[config.mk]
export PLATFORM = sky130hd
export DESIGN_NAME = period_meter
export DESIGN_NICKNAME = d
export VERILOG_FILES = /design/src/rtl/period_meter.sv
export SDC_FILE = /design/constraint.sdc
export NUM_CORES = 1
export LEC_CHECK = 0
export ABC_CLOCK_PERIOD_IN_PS = 2600
export CAP_MARGIN = 20
export CORE_ASPECT_RATIO = 0.8
export CORE_UTILIZATION = 40
export CTS_BUF_LIST = sky130_fd_sc_hd__clkbuf_8
export CTS_CLUSTER_SIZE = 16
export DETAILED_ROUTE_END_ITERATION = 10
export GPL_TIMING_DRIVEN = 0
export PLACE_DENSITY = 0.6
export SETUP_SLACK_MARGIN = 0.02
export SLEW_MARGIN = 40
export SYNTH_ARGS = -nofsm -noshare
export SYNTH_HDL_FRONTEND = slang
export SYNTH_SLANG_ARGS = --single-unit
[constraint.sdc]
create_clock -name clk -period 2.6 [get_ports clk]
set_input_delay 0.26 -clock clk [delete_from_list [all_inputs] [get_ports clk]]
set_output_delay 0.26 -clock clk [all_outputs]
set_load 0.01 [all_outputs]
[src/rtl/period_meter.sv]
// Measures the period and high time of a slow asynchronous signal in clk cycles.
// One measurement per start request, abandoned after TIMEOUT_CYC cycles.
`timescale 1ns/1ps

module period_meter #(
  parameter int unsigned      CNT_W       = 26,
  parameter logic [CNT_W-1:0] TIMEOUT_CYC = 26'd50000000
) (
  input  logic             clk,
  input  logic             rst_n,
  input  logic             sig_in,
  input  logic             start,
  output logic [CNT_W-1:0] period,
  output logic [CNT_W-1:0] high_time,
  output logic             valid,
  output logic             busy,
  output logic             timeout
);

  typedef enum logic [1:0] {IDLE, ARM, MEAS} state_t;

  localparam logic [CNT_W-1:0] ONE   = CNT_W'(1);
  localparam logic [CNT_W-1:0] LIMIT = TIMEOUT_CYC - ONE;

  state_t           state, state_d;
  logic             s1, s2, s3;
  logic             rise;
  logic [CNT_W-1:0] pcnt, pcnt_d;
  logic [CNT_W-1:0] hcnt, hcnt_d;
  logic [CNT_W-1:0] tcnt, tcnt_d;
  logic [CNT_W-1:0] period_d, high_time_d;
  logic             valid_d, timeout_d;
  logic             at_limit;

  assign rise     = s2 & ~s3;
  assign busy     = (state != IDLE);
  assign at_limit = (tcnt == LIMIT);

  // NOTE: every signal gets a default before the case so no path leaves it
  // unassigned; otherwise synthesis infers a latch.
  always_comb begin
    state_d     = state;
    pcnt_d      = pcnt;
    hcnt_d      = hcnt;
    tcnt_d      = tcnt;
    period_d    = period;
    high_time_d = high_time;
    valid_d     = 1'b0;
    timeout_d   = 1'b0;

    unique case (state)
      IDLE: begin
        // A start coinciding with the result pulse is dropped, not queued.
        if (start && !valid && !timeout) begin
          state_d = ARM;
          tcnt_d  = '0;
        end
      end
      ARM: begin
        tcnt_d = tcnt + ONE;
        if (at_limit) begin
          state_d   = IDLE;
          timeout_d = 1'b1;
        end else if (rise) begin
          state_d = MEAS;
          pcnt_d  = ONE;
          hcnt_d  = ONE;
        end
      end
      MEAS: begin
        tcnt_d = tcnt + ONE;
        // Completion takes priority over the limit in the same cycle.
        if (rise) begin
          state_d     = IDLE;
          period_d    = pcnt;
          high_time_d = hcnt;
          valid_d     = 1'b1;
        end else if (at_limit) begin
          state_d   = IDLE;
          timeout_d = 1'b1;
        end else begin
          pcnt_d = pcnt + ONE;
          hcnt_d = hcnt + CNT_W'(s2);
        end
      end
      default: state_d = IDLE;
    endcase
  end

  // NOTE: sequential state uses non-blocking assignments so every flop samples
  // the pre-edge values, independent of statement order.
  always_ff @(posedge clk or negedge rst_n) begin
    if (!rst_n) begin
      state     <= IDLE;
      s1        <= 1'b0;
      s2        <= 1'b0;
      s3        <= 1'b0;
      pcnt      <= '0;
      hcnt      <= '0;
      tcnt      <= '0;
      period    <= '0;
      high_time <= '0;
      valid     <= 1'b0;
      timeout   <= 1'b0;
    end else begin
      state     <= state_d;
      s1        <= sig_in;
      s2        <= s1;
      s3        <= s2;
      pcnt      <= pcnt_d;
      hcnt      <= hcnt_d;
      tcnt      <= tcnt_d;
      period    <= period_d;
      high_time <= high_time_d;
      valid     <= valid_d;
      timeout   <= timeout_d;
    end
  end

endmodule
==> out/results.ini <==
[final_layout]
drive_above_1_share_pct=14.9
n_antenna_cell=0
syn2layout_area_growth_pct=20.9
final_area_sq_um=8090
nets=739

[placed_design]
dpl.hpwl_um=11500
gp_congestion=0.828
dp_slack_ps=185
placed_cell_area_sq_um=7570
portBuffers=58

[global_route]
grt_pass1_wl_um=27400
grt.total_usage_pct=20.3
antenna_found_initial=0
grt_overflow=0
grt_pass1_vias=5135
grt_start_max_net_pins=76

[yosys]
synthArstFlopShare_pct=100
synth_top_area_share_pct=51.3
syn_nets=660
synth_cell_types=58
synth_warnings=0
yosys-top-cells-area=dfrtp_1, mux2_2, nand2_1, nand3_1, o21ai_0
yosysSeqAreaShare_pct=51.3
ys_seq_elements=137
synthFlopType=dfrtp_1
post-synth-top-area-cell=dfrtp_1
synth_edf_count=0
syn_avg_cell_area_sq_um=10.3
synthesis.instances=648
syn_area_sq_um=6690

[worst_setup_path]
cp_cell_sequence=inv_1, ha_1, and4bb_1, buf_4, a21oi_1, nor3_1, nand2_1, o31ai_1
critPathLaunchType=flop
r2r_slack_ps=180
critPathMaxStageDelay_ps=560
critPathKind=reg -> reg
arrival_ps=2760
endpoint_kind=flop
slowest_stage=nor3_1
path_max_fanout=10
crit_required_ps=2950

[power]
internal_power_mw=3.96
seq_power_share_pct=41.7
p_comb_share_pct=19.6
peakVddDrop_mv=0.481
p_clk_share_pct=38.7
switching_share_pct=28.5
power.switching_mw=1.58
leakage_nw=3.52
power_density_nw_per_um2=685

[cts]
cts_max_path_buffers=2
cts_sinks=137
cts-htree-levels=4
cts_tree=yes
cts-buffers-inserted=17
insertion_delay_ps=450
cts_root_buffer=clkbuf_8
clk_pin_slew_ps=70

[drt]
routed_wl_um=16500
detail_route.wl_per_cell_um=17.3
first_pass_iters=5
drtAntennaViolNets=0
routed-via-count=5390
drcViolationCount=0
drt_iter0_markers=500
via_per_inst=5.65

[sta]
finalWorstSetupSlack_ps=185
fin_crit_ps=2420
slew_headroom_pct=49.8
rsz0062_at_grt=true
finalHoldViolCount=0
tightestPinTransition_ps=753
final_max_slew_viol_count=0
fmax_mhz=414
setup_viol=0
fin_skew_ps=10.8
fin_crit_sh_pct=92.9

[floorplan]
core_area_sq_um=16100
start_util_pct=41.7
core.rowCount=41
die_h_um=118
design.die.area_sq_um=17200
io_pins=59
die_x_um=147

[job]
maxCapViolations=0

[worst_hold_path]
hold_class=in -> reg

[status]
status=finished, final reports clean

==> cells in the final DEF (no fill, tap or decap), types with 10 or more instances in the layout <==
cell type / n
nor3_1: 15
a21oi_1: 12
nand4_1: 17
clkdlybuf4s50_1: 57
dfrtp_1: 137
and3_1: 17
nor2_1: 30
clkbuf_1: 10
a31oi_1: 10
o21ai_0: 39
clkbuf_8: 25
mux2_2: 46
o31ai_1: 19
xnor2_1: 16
nand2_1: 70
inv_1: 16
o211ai_1: 10
buf_2: 10
nand3_1: 44
==> layer usage <==
metal	wire (um)	GRT usage, %	up-vias
li1	-	-	2537
met1	8170	29.8	2673
met2	7150	29.3	157
met3	899	4.61	23
met4	289	7.10	0
met5	0	0	-
==> state kept, by name, summed over array words and instances (netlist names) <==
register / flops
tcnt: 26
state: 2
pcnt: 26
timeout: 1
period: 26
s2: 1
valid: 1
hcnt: 26
high_time: 26
s1: 1
s3: 1
==> power by group through the flow <==
stage	logic, mW	clock network (mW)	registers, mW
after global placement	1.04	0	2.35
after detailed placement	1.08	0	2.35
final	1.08	2.15	2.31
after global routing	1.21	2.27	2.33
after floorplan	0.690	0	2.35
after CTS	1.08	2.19	2.31
==> path summary, 6_finish.rpt <==
kind                            startpoint       end  cells after the start
worst min register to register          s1        s2                      0
worst min-delay path                sig_in        s1                      1
worst max register to register    state[1]  hcnt[12]                      8
min in group asynchronous            rst_n        s1                      2
worst max-delay path              state[1]  hcnt[12]                      8
max in group asynchronous            rst_n  pcnt[24]                      3
==> stage by stage <==
step	power (mW)	hold WS, ps	utilization [%]	std cells	setup TNS [ps]
2_1_floorplan	3.04	-35.6	-	648	0
6_report	5.54	249	50.4	954	0
3_5_place_dp	3.43	231	47.2	922	0
4_1_cts	5.58	221	50.3	954	0
3_3_place_gp	3.39	336	46.9	921	-587040
5_1_grt	5.81	236	50.4	954	0
==> cell type report <==
class                   instances  area [sq um]
clock inverters                 6           155
multi-input cells             463          3050
plain buffers                  32           155
repair buffers                 60           623
clock buffers                  25           344
well taps                     215           269
inverters                      16          60.1
flip-flops and latches        137          3430
fillers                      1442          7970
==> kinds of logic (layout without fill, tap and decap cells) <==
family	Yosys count	count (layout)	share of synthesized area, %
compound gates	128	128	12.5
xor+xnor	16	16	2.09
fa+ha+maj	8	8	1.50
buf+inv	48	139	3.14
flops	137	137	51.3
mux	49	49	8.21
simple gates	262	262	21.3
==> synth_stat cells (all sizes together), types with 3 or more instances <==
master / number
a21o: 8
a21oi: 12
a31oi: 10
and2: 4
and3: 18
and4: 4
buf: 22
clkbuf: 10
dfrtp: 137
ha: 8
inv: 16
mux2: 47
nand2: 70
nand2b: 5
nand3: 47
nand3b: 5
nand4: 20
nand4b: 3
nor2: 31
nor2b: 6
nor3: 17
nor4: 10
o211ai: 10
o21a: 3
o21ai: 45
o22ai: 3
o311ai: 4
o31ai: 19
o41ai: 3
or2: 4
or3: 9
or4: 4
xnor2: 16
==> repair_timing <==
| item | CTS | global route |
|---|---|---|
| endpoints found under the hold margin | 62 | 0 |
| endpoints found under the setup margin | 0 | 8 |
| hold buffers | 1 | 0 |
| setup buffers | 0 | 0 |
| resized for setup | 0 | 3 |
==> critical path: cells and delay by family, from the launching register on <==
family,cells,cell delay [ps]
compound gates,2,400
fa+ha+maj,1,260
buf+inv,2,320
flops,1,400
simple gates,3,920
Note: power is estimated with default switching activity, not from simulation.
